[src/rtl/key_seq_controller_if.sv]
// key_seq_controller_if
//   Groups the key-entry, control and status signals of key_seq_controller.
//   master : drives keys/controls, observes status (bench or host side)
//   slave  : the controller itself
//   InputKey/ValidCmd : key value and key-valid level
//   Logout/ProgEn/ProgCode : session exit and user-code programming
//   Active/Mode/Locked/FailCnt/State : registered status
interface key_seq_controller_if #(
   parameter int unsigned KEY_W    = 5,
   parameter int unsigned SEQ_LEN  = 3,
   parameter int unsigned MAX_FAIL = 3
);
   logic [KEY_W-1:0]               InputKey;
   logic                           ValidCmd;
   logic                           Logout;
   logic                           ProgEn;
   logic [KEY_W*SEQ_LEN-1:0]       ProgCode;
   logic                           Active;
   logic                           Mode;
   logic                           Locked;
   logic [$clog2(MAX_FAIL+1)-1:0]  FailCnt;
   logic [1:0]                     State;

   modport master (
      output InputKey, ValidCmd, Logout, ProgEn, ProgCode,
      input  Active, Mode, Locked, FailCnt, State
   );

   modport slave (
      input  InputKey, ValidCmd, Logout, ProgEn, ProgCode,
      output Active, Mode, Locked, FailCnt, State
   );
endinterface

[src/rtl/key_seq_controller.sv]
// key_seq_controller
//   Multi-key access controller. Keys arrive one per ValidCmd rising edge and
//   are matched against a programmable user code and a fixed master code.
//   A full match grants access (Mode=1 master, Mode=0 user); failed sequences
//   are counted and MAX_FAIL consecutive failures lock the block for
//   LOCK_CYCLES cycles. Partial entries idle for TIMEOUT cycles are dropped.
//   Ports:
//     Clk   : system clock, rising edge
//     Reset : asynchronous, active-low
//     bus   : key_seq_controller_if slave modport (keys, controls, status)
module key_seq_controller #(
   parameter int unsigned             KEY_W        = 5,
   parameter int unsigned             SEQ_LEN      = 3,
   parameter logic [KEY_W*SEQ_LEN-1:0] DEFAULT_CODE = {5'b10000, 5'b00101, 5'b00001},
   parameter logic [KEY_W*SEQ_LEN-1:0] MASTER_CODE  = {3{5'b10101}},
   parameter int unsigned             MAX_FAIL     = 3,
   parameter int unsigned             LOCK_CYCLES  = 16,
   parameter int unsigned             TIMEOUT      = 32
) (
   input logic                  Clk,
   input logic                  Reset,
   key_seq_controller_if.slave  bus
);

   localparam int unsigned CW = KEY_W * SEQ_LEN;
   localparam int unsigned IW = $clog2(SEQ_LEN + 1);
   localparam int unsigned FW = $clog2(MAX_FAIL + 1);
   localparam int unsigned TW = $clog2(TIMEOUT + 1);
   localparam int unsigned LW = $clog2(LOCK_CYCLES + 1);

   localparam logic [IW-1:0] LAST_IDX = IW'(SEQ_LEN - 1);
   localparam logic [FW-1:0] FAIL_MAX = FW'(MAX_FAIL);
   localparam logic [TW-1:0] TO_LAST  = TW'(TIMEOUT - 1);
   localparam logic [LW-1:0] LK_LAST  = LW'(LOCK_CYCLES - 1);

   typedef enum logic [1:0] {
      IDLE   = 2'b00,
      ENTRY  = 2'b01,
      ACTIVE = 2'b10,
      LOCKED = 2'b11
   } state_t;

   state_t          state_q, state_d;
   logic            vq_q;
   logic [IW-1:0]   idx_q, idx_d;
   logic            um_q, um_d;
   logic            mm_q, mm_d;
   logic [FW-1:0]   fail_q, fail_d;
   logic            mode_q, mode_d;
   logic [CW-1:0]   code_q, code_d;
   logic [TW-1:0]   idle_q, idle_d;
   logic [LW-1:0]   lock_q, lock_d;

   logic            strobe;
   logic [KEY_W-1:0] user_key, master_key;
   logic            hit_u, hit_m;
   logic            fin_u, fin_m;
   logic [FW-1:0]   fail_inc;

   assign strobe   = bus.ValidCmd & ~vq_q;
   assign hit_u    = (bus.InputKey == user_key);
   assign hit_m    = (bus.InputKey == master_key);
   assign fin_u    = um_q & hit_u;
   assign fin_m    = mm_q & hit_m;
   assign fail_inc = fail_q + FW'(1);

   // Expected key for the current position; idx_q is 0 in IDLE.
   always_comb begin
      user_key   = '0;
      master_key = '0;
      for (int unsigned i = 0; i < SEQ_LEN; i++) begin
         if (idx_q == IW'(i)) begin
            user_key   = code_q[i*KEY_W +: KEY_W];
            master_key = MASTER_CODE[i*KEY_W +: KEY_W];
         end
      end
   end

   always_ff @(posedge Clk or negedge Reset) begin
      if (!Reset) begin
         state_q <= IDLE;
         vq_q    <= 1'b0;
         idx_q   <= '0;
         um_q    <= 1'b0;
         mm_q    <= 1'b0;
         fail_q  <= '0;
         mode_q  <= 1'b0;
         code_q  <= DEFAULT_CODE;
         idle_q  <= '0;
         lock_q  <= '0;
      end else begin
         state_q <= state_d;
         vq_q    <= bus.ValidCmd;
         idx_q   <= idx_d;
         um_q    <= um_d;
         mm_q    <= mm_d;
         fail_q  <= fail_d;
         mode_q  <= mode_d;
         code_q  <= code_d;
         idle_q  <= idle_d;
         lock_q  <= lock_d;
      end
   end

   always_comb begin
      state_d = state_q;
      idx_d   = idx_q;
      um_d    = um_q;
      mm_d    = mm_q;
      fail_d  = fail_q;
      mode_d  = mode_q;
      code_d  = code_q;
      idle_d  = idle_q;
      lock_d  = lock_q;

      unique case (state_q)
         IDLE: begin
            if (strobe) begin
               um_d    = hit_u;
               mm_d    = hit_m;
               idx_d   = IW'(1);
               idle_d  = '0;
               state_d = ENTRY;
            end
         end

         ENTRY: begin
            if (strobe) begin
               idle_d = '0;
               if (idx_q == LAST_IDX) begin
                  // Decision uses the final key's comparison folded in directly.
                  idx_d = '0;
                  if (fin_m) begin
                     state_d = ACTIVE;
                     mode_d  = 1'b1;
                     fail_d  = '0;
                  end else if (fin_u) begin
                     state_d = ACTIVE;
                     mode_d  = 1'b0;
                     fail_d  = '0;
                  end else begin
                     fail_d = fail_inc;
                     if (fail_inc == FAIL_MAX) begin
                        state_d = LOCKED;
                        lock_d  = '0;
                     end else begin
                        state_d = IDLE;
                     end
                  end
               end else begin
                  idx_d = idx_q + IW'(1);
                  um_d  = fin_u;
                  mm_d  = fin_m;
               end
            end else if (idle_q == TO_LAST) begin
               state_d = IDLE;
               idx_d   = '0;
               idle_d  = '0;
            end else begin
               idle_d = idle_q + TW'(1);
            end
         end

         ACTIVE: begin
            if (bus.ProgEn && mode_q) begin
               code_d = bus.ProgCode;
            end
            if (bus.Logout) begin
               state_d = IDLE;
               mode_d  = 1'b0;
            end
         end

         LOCKED: begin
            if (lock_q == LK_LAST) begin
               state_d = IDLE;
               fail_d  = '0;
               lock_d  = '0;
            end else begin
               lock_d = lock_q + LW'(1);
            end
         end

         default: state_d = IDLE;
      endcase
   end

   assign bus.Active  = (state_q == ACTIVE);
   assign bus.Locked  = (state_q == LOCKED);
   assign bus.Mode    = mode_q;
   assign bus.FailCnt = fail_q;
   assign bus.State   = state_q;

endmodule
[src/flat_wrapper.sv]
// flat-port wrapper written by rule: the top's interface ports become plain ports
module key_seq_controller_flat 
#(
   parameter int unsigned             KEY_W        = 5,
   parameter int unsigned             SEQ_LEN      = 3,
   parameter logic [KEY_W*SEQ_LEN-1:0] DEFAULT_CODE = {5'b10000, 5'b00101, 5'b00001},
   parameter logic [KEY_W*SEQ_LEN-1:0] MASTER_CODE  = {3{5'b10101}},
   parameter int unsigned             MAX_FAIL     = 3,
   parameter int unsigned             LOCK_CYCLES  = 16,
   parameter int unsigned             TIMEOUT      = 32
)
  (Clk, Reset, bus_InputKey, bus_ValidCmd, bus_Logout, bus_ProgEn, bus_ProgCode, bus_Active, bus_Mode, bus_Locked, bus_FailCnt, bus_State);
  key_seq_controller_if #(.KEY_W(KEY_W), .SEQ_LEN(SEQ_LEN), .MAX_FAIL(MAX_FAIL)) bus_i ();
  input logic Clk;
  input logic Reset;
  input wire logic [$bits(bus_i.InputKey)-1:0] bus_InputKey;
  input wire logic [$bits(bus_i.ValidCmd)-1:0] bus_ValidCmd;
  input wire logic [$bits(bus_i.Logout)-1:0] bus_Logout;
  input wire logic [$bits(bus_i.ProgEn)-1:0] bus_ProgEn;
  input wire logic [$bits(bus_i.ProgCode)-1:0] bus_ProgCode;
  output wire logic [$bits(bus_i.Active)-1:0] bus_Active;
  output wire logic [$bits(bus_i.Mode)-1:0] bus_Mode;
  output wire logic [$bits(bus_i.Locked)-1:0] bus_Locked;
  output wire logic [$bits(bus_i.FailCnt)-1:0] bus_FailCnt;
  output wire logic [$bits(bus_i.State)-1:0] bus_State;
  assign bus_i.InputKey = bus_InputKey;
  assign bus_i.ValidCmd = bus_ValidCmd;
  assign bus_i.Logout = bus_Logout;
  assign bus_i.ProgEn = bus_ProgEn;
  assign bus_i.ProgCode = bus_ProgCode;
  assign bus_Active = bus_i.Active;
  assign bus_Mode = bus_i.Mode;
  assign bus_Locked = bus_i.Locked;
  assign bus_FailCnt = bus_i.FailCnt;
  assign bus_State = bus_i.State;
  key_seq_controller #(.KEY_W(KEY_W), .SEQ_LEN(SEQ_LEN), .DEFAULT_CODE(DEFAULT_CODE), .MASTER_CODE(MASTER_CODE), .MAX_FAIL(MAX_FAIL), .LOCK_CYCLES(LOCK_CYCLES), .TIMEOUT(TIMEOUT)) u_core (.Clk(Clk), .Reset(Reset), .bus(bus_i));
endmodule
[config.mk]
export PLATFORM = sky130hd
export DESIGN_NAME = key_seq_controller_flat
export DESIGN_NICKNAME = d
export VERILOG_FILES = /design/src/rtl/key_seq_controller_if.sv /design/src/rtl/key_seq_controller.sv /design/src/flat_wrapper.sv
export SDC_FILE = /design/constraint.sdc
export NUM_CORES = 1
export LEC_CHECK = 0
export ABC_AREA = 1
export CAP_MARGIN = 20
export CELL_PAD_IN_SITES_DETAIL_PLACEMENT = 1
export CELL_PAD_IN_SITES_GLOBAL_PLACEMENT = 1
export CORE_MARGIN = 3
export CORE_UTILIZATION = 38
export CTS_CLUSTER_DIAMETER = 40
export DETAILED_ROUTE_END_ITERATION = 16
export DONT_BUFFER_PORTS = 1
export PLACE_DENSITY = 0.72
export SYNTH_ARGS = -nofsm -noshare
export SYNTH_HDL_FRONTEND = slang
export SYNTH_SLANG_ARGS = --single-unit
export TNS_END_PERCENT = 10
[constraint.sdc]
create_clock -name Clk -period 2.66 [get_ports Clk]
set_clock_uncertainty 0.2 [all_clocks]
set_input_delay 0.133 -clock Clk [delete_from_list [all_inputs] [get_ports Clk]]
set_output_delay 0.133 -clock Clk [all_outputs]
set_load 0.05 [all_outputs]
==> flow_summary.ini, run 1 <==
[outcome]
status = finished, final reports clean

[cells_and_area]
n_antenna_cell = 0
multi_input_area_sq_um = 1050
final_nets = 313
fill_cells = 615
finalInstanceArea_sq_um = 2540
area_growth_pct = 20.1
register_area_sq_um = 906
drive_above_1_share = 0.184

[logic_synthesis]
synth_compound_area_frac = 0.0626
synth_cells = 250
synth_edf_count = 0
synth_mux_area_frac = 0.0798
synth_fp_nets = 282
synthesis.area_sq_um = 2120
synth_cell_types = 32
yosysWarnings = 0
yosys.area_share.simple = 0.308
syn_area_per_cell_sq_um = 8.47
seq_area_frac_synth = 0.428
synthAdderAreaFrac = 0.0414
synth_xor_area_frac = 0.00414
synth_ff_type = dfrtp_1
synth_top_family_by_area = simple AND/OR/NAND/NOR gates
synth_seq_cells = 36
synth-async-reset-ratio = 1.00

[clock_network]
cts_root_buffer = clkbuf_8
cts_buffer_depth = 2
cts_tree = built
cts_sinks = 36
cts.clk_slew.worst_paths_ps = 80
cts_max_level = 2
cts_setup_buffers = 0
cts_buffers = 5
clk-insertion-delay-late_ps = 300

[drt]
postRouteAntennaNets = 0
vias = 1776
wl_per_cell_um = 14.6
finalWirelength_um = 5150
drtIter0Drc = 82
avgViaCountPerCell = 5.05
drcViolationCount = 0
drtPass1Iterations = 6

[floorplan]
die_y_um = 80.6
core_sq_um = 5240
io_pins = 32
dieArea_sq_um = 6500
fp.dieW_um = 80.6
initial_core_util = 0.404
rows = 26

[place]
numPortBuffers = 0
hpwl_um = 3880
routabilityCongestion = 0.787
place_area_sq_um = 2220
pre_cts_ws_ps = 412

[global_route]
grt_overflow_total = 0
grt_max_degree = 37
top_usage_layer = met2
met1_usage = 0.249
grt_util_all_layers = 0.183
first_global_vias = 1884
met2_usage = 0.290
antenna_found_initial = 0
grt_first_pass_wirelength_um = 9150
met3_usage = 0.0415

[timing]
setup_viol = 0
finalHoldViolations = 0
setup_ws_ps = 379
setup_tns_ps = 0
fmax_mhz = 438
drv_slew = 0
worstMarginPinSlew_ps = 531
period_needed_ps = 2280
maxSlewHeadroom = 0.646
period_share = 0.857
rsz0062_at_grt = no

[power_and_ir_drop]
comb_power_share = 0.391
power.internal_mw = 1.05
leakage_nw = 1.23
pwr-share-seq = 0.395
clockPowerShare = 0.215
ir_drop_uv = 434
power_switching_mw = 0.858
swShare = 0.450
pwr_density_cell_nw_per_um2 = 751

[setup_path]
critical_path_class = reg2reg
crit_fanout = 8
end_kind = flop
cp-start-kind = flop
critPathRequiredTime_ps = 2690
cp_data_arrival_time_ps = 2310

[hold_path]
hold_path_class = in2reg

[flow_run]
drv_cap = 0
## cells by family (layout without fill, tap and decap cells)
kind of cell / after synthesis / after routing
AOI/OAI and AO/OA: 21 / 21
muxes: 15 / 15
buffers and inverters: 39 / 71
adders and majority gates: 7 / 7
DFF: 36 / 36
and+or+nand+nor: 131 / 131
xor gates and xnor gates: 1 / 1
## layer usage
metal / part of all wire / up-vias
met5: 0 / -
met4: 0.012 / 0
met3: 0.040 / 6
met2: 0.47 / 30
met1: 0.48 / 846
li1: - / 894
## synth_stat cells (3+ instances only)
| cell | n | area (sq um) |
|---|---|---|
| inv_1 | 32 | 120 |
| mux2_2 | 15 | 169 |
| nand3_2 | 4 | 40.0 |
| dfrtp_1 | 32 | 801 |
| nand2_1 | 48 | 180 |
| nor2_1 | 21 | 78.8 |
| o21ai_0 | 4 | 20.0 |
| nand4_1 | 11 | 68.8 |
| dfstp_2 | 4 | 105 |
| ha_1 | 7 | 87.6 |
| a21oi_1 | 11 | 55.1 |
| inv_2 | 3 | 11.3 |
| nor2_4 | 3 | 33.8 |
| nand3_1 | 28 | 140 |
| nand2_2 | 3 | 18.8 |
| nor3_1 | 6 | 30.0 |
## worst paths after layout
check	to	from	slack, ps	depth (start not counted)
setup reg to reg	u_core.idx_q[0]	u_core.bus.State[0]	380	10
hold / removal	u_core.um_q	bus_InputKey[0]	50	6
setup / recovery	u_core.idx_q[0]	u_core.bus.State[0]	380	10
max in group asynchronous	u_core.code_q[0]	Reset	1910	2
min in group asynchronous	u_core.code_q[4]	Reset	100	2
hold reg to reg	u_core.lock_q[4]	u_core.lock_q[4]	290	2
## registers in the layout, summed over array words and instances, names as in the netlist
name and cells:
u_core.code_q 15, u_core.idle_q 6, u_core.lock_q 5, u_core.bus.FailCnt 2
u_core.bus.State 2, u_core.idx_q 2, u_core.bus.Mode 1, u_core.mm_q 1
u_core.um_q 1, u_core.vq_q 1
## critical path, stage by stage (launching register included)
cell	delay, ps
dfrtp_1	360
buf_4	220
inv_1	90
ha_1	230
inv_1	150
nor2_1	110
a21oi_4	230
inv_1	130
nor2_1	300
nor2_1	70
a21oi_1	120
## what timing repair did
| item | CTS | global route |
|---|---|---|
| endpoints found under the hold margin | 56 | 0 |
| hold buffers | 22 | 0 |
| resized for setup | 0 | 0 |
## layout make-up
class                   count  share of cell area
multi-input cells         175               0.413
flip-flops and latches     36               0.356
repair buffers             28               0.108
inverters                  35              0.0517
well taps                  70              0.0344
clock buffers               5              0.0271
clock inverters             3             0.00935
## placed cells by master, fill, tap and decap left out, types with 2 or more instances in the layout
cell | Yosys | layout
nor3_1 | 6 | 6
clkbuf_8 | 0 | 5
o21ai_0 | 4 | 4
nand4_1 | 11 | 11
mux2_2 | 15 | 15
inv_1 | 32 | 32
dfrtp_1 | 32 | 32
clkinvlp_4 | 0 | 2
nor2_2 | 2 | 2
nand3_1 | 28 | 28
dfstp_2 | 4 | 4
nor2_4 | 3 | 3
nor2_1 | 21 | 21
dlygate4sd3_1 | 0 | 21
a21oi_1 | 11 | 11
inv_2 | 3 | 3
nand3_2 | 4 | 4
nand2_1 | 48 | 48
ha_1 | 7 | 7
nand2_2 | 3 | 3
buf_4 | 2 | 6
## through the flow
step                      hold slack, ps   util  total power, mW  std cells
after floorplan                     -363      -             1.32        250
final                               52.3  0.485             1.91        352
after CTS                           51.5  0.485             1.92        352
after detailed placement            -361  0.424             1.47        322
after global routing                76.1  0.485             2.07        352
after global placement              -361  0.424             1.45        322
## power by group through the flow
stage / clock (mW) / combinational [mW] / sequential (mW)
floorplan: 0 / 0.533 / 0.786
global placement: 0 / 0.692 / 0.760
detailed placement: 0 / 0.708 / 0.764
CTS: 0.420 / 0.750 / 0.754
global route: 0.448 / 0.851 / 0.772
finish: 0.410 / 0.746 / 0.753
No activity file was read; power rests on OpenSTA's default activity.
==> run 2, diff against run 1 <==
- ABC_AREA: 1 -> default
- PLACE_DENSITY: 0.72 -> 0.7
==> run 2 against run 1 <==
Combinational power is 18% lower. Maximum frequency fell by 11%. Flip-flop and latch count did not move. Die area decreased by 0.88%. Critical endpoint is now u_core.mm_q. Largest power group unchanged. Wire length up 5.2%. Critical path depth down 4. Synthesized cell count shrank 18%. Register-to-register slack worse by 290 ps. Design area is 0.39% higher.
==> flow_summary.ini, run 2 <==
[outcome]
status = finished, final reports clean

[logic_synthesis]
synth_fp_nets = 237
synth.most_common_cell = dfrtp_1
yosysWarnings = 0
synth_area_leaders = dfrtp_1 (38%), mux2_2 (8.1%), dfstp_2 (5.0%), ha_1 (4.2%), mux2i_1 (3.3%)
synth_common_cells = dfrtp_1 (32), mux2_2 (15), nand2_1 (14)
synth_edf_count = 0
synth_ff_type = dfrtp_1
synth-async-reset-ratio = 1.00
synth_cells = 205
synth_top_cell_by_area = dfrtp_1
syn_area_per_cell_sq_um = 10.2
synthesis.area_sq_um = 2100
seq_area_frac_synth = 0.432
synth_cell_types = 52
synth_top_area_frac = 0.382
synth_seq_cells = 36

[clock_network]
cts.clk_slew.worst_paths_ps = 80
cts_buffers = 5
cts_max_level = 2
cts_root_buffer = clkbuf_8
cts_tree = built
cts_buffer_depth = 2
cts_setup_buffers = 0
clk-insertion-delay-late_ps = 300
cts_sinks = 36

[setup_path]
cp_data_arrival_time_ps = 2570
critPathMaxStageDelay_ps = 570
cpMaxStageDelayCell = dlygate4sd3_1
crit_family = compound AO/OA/AOI/OAI gates
r2r-start = u_core.idx_q[0]
cp_cell_sequence = nand2_4 > or4_4 > a211o_1 > dlygate4sd3_1 > a31o_2 > a221oi_1
cp-start-kind = flop
critPathRequiredTime_ps = 2660
r2r_cells = 6
critical_path_class = reg2reg
reg2reg_slack_ps = 90
crit_cells = 6
crit_fanout = 7
reg2reg_to = u_core.mm_q
path_buf_inv = 1
end_kind = flop

[drt]
dr_wl_met3_um = 167
drtIter0Drc = 84
route.met2.wl_um = 2740
avgViaCountPerCell = 5.49
postRouteAntennaNets = 0
m1WireLength_um = 2430
drtPass1Iterations = 4
wl_per_cell_um = 17.6
top_layer = met4
vias = 1685
drcViolationCount = 0
finalWirelength_um = 5410

[timing]
fmax_mhz = 389
setup_tns_ps = 0
period_share = 0.965
period_needed_ps = 2570
rsz0062_at_grt = no
drv_slew = 0
worstMarginPinSlew_ps = 553
finalHoldViolations = 0
maxSlewHeadroom = 0.631
setup_viol = 0
setup_ws_ps = 92.0

[power_and_ir_drop]
power.total_mw = 1.90
pwr_density_cell_nw_per_um2 = 744
ir_drop_uv = 480
leakage_nw = 1.13

[floorplan]
die_y_um = 80.3
core_sq_um = 5240
dieArea_sq_um = 6450
initial_core_util = 0.400
fp.dieW_um = 80.3
io_pins = 32
rows = 26

[cells_and_area]
final_cell_mix = dfrtp_1 (31), dlygate4sd3_1 (19), mux2_2 (15)
registers.top_by_ff_count = u_core.code_q
finalInstanceArea_sq_um = 2550
largest_reg_flops = 15
final_nets = 268
drive_above_1_share = 0.211
n_antenna_cell = 0
top_regs = u_core.code_q (15), u_core.idle_q (6), u_core.lock_q (5)
final_util = 0.487
final_common_cell = dfrtp_1
area_growth_pct = 21.7

[global_route]
grt_util_all_layers = 0.177
grt_overflow_total = 0
antenna_found_initial = 0
grt_first_pass_wirelength_um = 8710
first_global_vias = 1767
grt_max_degree = 37

[hold_path]
hold_path_class = in2reg
min_to = u_core.idle_q[2]
min_delay_path_depth = 3
min-delay-start = bus_ValidCmd

[place]
place_area_sq_um = 2230
numPortBuffers = 0
pre_cts_ws_ps = 156
hpwl_um = 3700
routabilityCongestion = 0.732

[flow_run]
drv_cap = 0
run 2: stage by stage:
stage	std cells	hold slack, ps
6_report	307	30.0
5_1_grt	307	46.8
4_1_cts	307	20.3
3_5_place_dp	279	-361
3_3_place_gp	279	-362
2_1_floorplan	205	-363
run 2: routing by layer:
layer | track usage | up-vias
met5 | 0 | -
met4 | 0.0574 | 0
met3 | 0.0336 | 7
met2 | 0.308 | 27
met1 | 0.219 | 845
li1 | - | 806
run 2: worst max-delay path by stage:
stage,start,endpoint
after floorplan,u_core.bus.State[1],u_core.bus.State[0]
after global placement,u_core.idx_q[0],u_core.bus.State[0]
after detailed placement,u_core.idx_q[0],u_core.lock_q[0]
after CTS,u_core.idx_q[0],u_core.mm_q
after global routing,u_core.idx_q[0],u_core.mm_q
final,u_core.idx_q[0],u_core.mm_q
run 2: cell type report:
| class | count | area (sq um) |
|---|---|---|
| fillers | 570 | 2690 |
| clock buffers | 5 | 68.8 |
| multi-input cells | 150 | 1110 |
| clock inverters | 3 | 42.5 |
| flip-flops and latches | 36 | 907 |
| repair buffers | 30 | 285 |
| inverters | 13 | 48.8 |
| well taps | 70 | 87.6 |
run 2: report_power, final:
group | leakage (nW) | switching [mW] | internal, mW
clock | 0.0541 | 0.214 | 0.277
combinational | 0.604 | 0.362 | 0.253
sequential | 0.469 | 0.159 | 0.635
total | 1.13 | 0.734 | 1.17
run 2: cell families (layout without fill, tap and decap cells):
| logic type | count (synthesis) | after routing | synth area share |
|---|---|---|---|
| adders and majority gates | 7 | 7 | 0.0418 |
| buffers and inverters | 19 | 51 | 0.0376 |
| DFF | 36 | 36 | 0.432 |
| xor gates and xnor gates | 4 | 4 | 0.0167 |
| AOI/OAI and AO/OA | 49 | 49 | 0.173 |
| and+or+nand+nor | 66 | 66 | 0.171 |
| muxes | 24 | 24 | 0.128 |
run 2: what timing repair did:
| action | CTS | global route |
|---|---|---|
| setup endpoints to repair | 0 | 5 |
| resized for setup | 0 | 1 |
| hold buffers | 20 | 0 |
| hold endpoints to repair | 53 | 0 |
run 2: worst min-delay path, cell delays in order:
cell     delay [ps]
nor2b_1         100
buf_4           170
o22ai_1          80
==> run 3, diff against run 2 <==
==> constraint.sdc (replaced) <==
create_clock -name Clk -period 2.8 [get_ports Clk]
set_clock_uncertainty 0.2 [all_clocks]
set_input_delay 0.14 -clock Clk [delete_from_list [all_inputs] [get_ports Clk]]
set_output_delay 0.14 -clock Clk [all_outputs]
set_load 0.1 [all_outputs]
==> run 3 against run 2 <==
Critical path type unchanged. First-iteration DRC count fell by 56%. Largest power group is now combinational cells. Flip-flop and latch count stayed put. Maximum frequency rose by 2.4%. Wire length fell by 2.5%. Global-route usage shrank 0.30 points.
==> flow_summary.ini, run 3 (same netlist as run 2, synthesis figures left out) <==
[cells_and_area]
drive_above_1_share = 0.230
final_nets = 270
finalInstanceArea_sq_um = 2580
final_common_cell = dfrtp_1
register_area_sq_um = 908
final_util = 0.492
fill_cells = 585
n_antenna_cell = 0
multi_input_area_sq_um = 1120
registers.top_by_ff_count = u_core.code_q
top_regs = u_core.code_q (15), u_core.idle_q (6), u_core.lock_q (5)
area_growth_pct = 22.9
final_cells = 309
final_cell_mix = dfrtp_1 (30), dlygate4sd3_1 (19), mux2_2 (15)
largest_reg_flops = 15

[floorplan]
io_pins = 32
die_y_um = 80.3
core_sq_um = 5240
dieArea_sq_um = 6450
fp.dieW_um = 80.3
rows = 26
initial_core_util = 0.400

[place]
pre_cts_ws_ps = 313
numPortBuffers = 0
dpl.cell_count = 281
place_area_sq_um = 2250
routabilityCongestion = 0.767
hpwl_um = 3810

[timing]
setup_ws_ps = 292
drv_slew = 0
period_needed_ps = 2510
worstMarginPinSlew_ps = 771
rsz0062_at_grt = no
setup_tns_ps = 0
finalHoldViolations = 0
whs_ps = 0.774
setup_viol = 0
fmax_mhz = 399
period_share = 0.896
maxSlewHeadroom = 0.484

[clock_network]
cts_max_level = 2
cts_buffers = 5
cts.clk_slew.worst_paths_ps = 80
cts_tree = built
cts_sinks = 36
clk-insertion-delay-late_ps = 300
cts_root_buffer = clkbuf_8
cts_buffer_depth = 2
cts.repair.resized = 0
cts_setup_buffers = 0

[hold_path]
hold_path_class = in2reg

[power_and_ir_drop]
power.internal_mw = 1.13
pwr_density_cell_nw_per_um2 = 753
power.total_mw = 1.94
leakage_nw = 1.13
comb_power_share = 0.397
ir_drop_uv = 323
clockPowerShare = 0.248
power_switching_mw = 0.805
swShare = 0.415
pwr-share-seq = 0.355

[drt]
avgViaCountPerCell = 5.43
finalWirelength_um = 5280
vias = 1679
wl_per_cell_um = 17.1
drtPass1Iterations = 4
drtIter0Drc = 37
drcViolationCount = 0
postRouteAntennaNets = 0

[setup_path]
cp_data_arrival_time_ps = 2500
critical_path_class = reg2reg
cp-start-kind = flop
end_kind = flop
crit_fanout = 10
critPathRequiredTime_ps = 2800

[flow_run]
drv_cap = 0

[global_route]
first_global_vias = 1778
grt_max_degree = 37
grt_first_pass_wirelength_um = 8600
grt_util_all_layers = 0.174
grt_overflow_total = 0
antenna_found_initial = 0

[outcome]
status = finished, final reports clean
run 3: final cells by class:
| cell class | instances | share of cell area |
|---|---|---|
| timing repair buffer | 32 | 0.117 |
| clock buffer | 5 | 0.0267 |
| inverter | 13 | 0.0189 |
| clock inverter | 3 | 0.0180 |
| multi-input combinational | 150 | 0.433 |
| sequential | 36 | 0.352 |
| tap | 70 | 0.0340 |
run 3: worst paths after layout:
path                                       start                    end  slack (ps)  cells past startpoint
worst max register to register   u_core.idx_q[0]       u_core.lock_q[0]         290                      7
worst max-delay path             u_core.idx_q[0]       u_core.lock_q[0]         290                      7
min in group asynchronous                  Reset  u_core.bus.FailCnt[0]          70                      2
worst min register to register  u_core.lock_q[4]       u_core.lock_q[4]         290                      1
max in group asynchronous                  Reset       u_core.code_q[7]        2060                      2
worst min-delay path             bus_InputKey[3]            u_core.mm_q         0.8                      3
run 3: timing repair:
item	4_1_cts	5_1_grt
endpoints found under the hold margin	53	0
hold buffers	20	0
setup endpoints to repair	0	0
run 3: power by group through the flow:
stage | logic [mW] | registers (mW) | clock network, mW
after global routing | 0.841 | 0.704 | 0.507
after floorplan | 0.399 | 0.859 | 0
after detailed placement | 0.737 | 0.697 | 0
final | 0.770 | 0.688 | 0.481
after CTS | 0.777 | 0.689 | 0.489
after global placement | 0.718 | 0.694 | 0
run 3: critical path, cell delays in order (launching register included):
cell	delay (ps)
dfrtp_1	490
buf_4	230
mux2i_1	270
xor2_1	180
mux2i_1	110
nand4bb_2	320
o21ai_4	290
mux2_4	320
run 3: layer usage:
metal  vias to the layer above  part of all wire  wire (um)  track usage
met5                         -                 0          0            0
met4                         0             0.017         91       0.0659
met3                         9             0.038        203       0.0381
met2                        33              0.51       2710        0.310
met1                       826              0.43       2270        0.202
li1                        811                 -          -            -
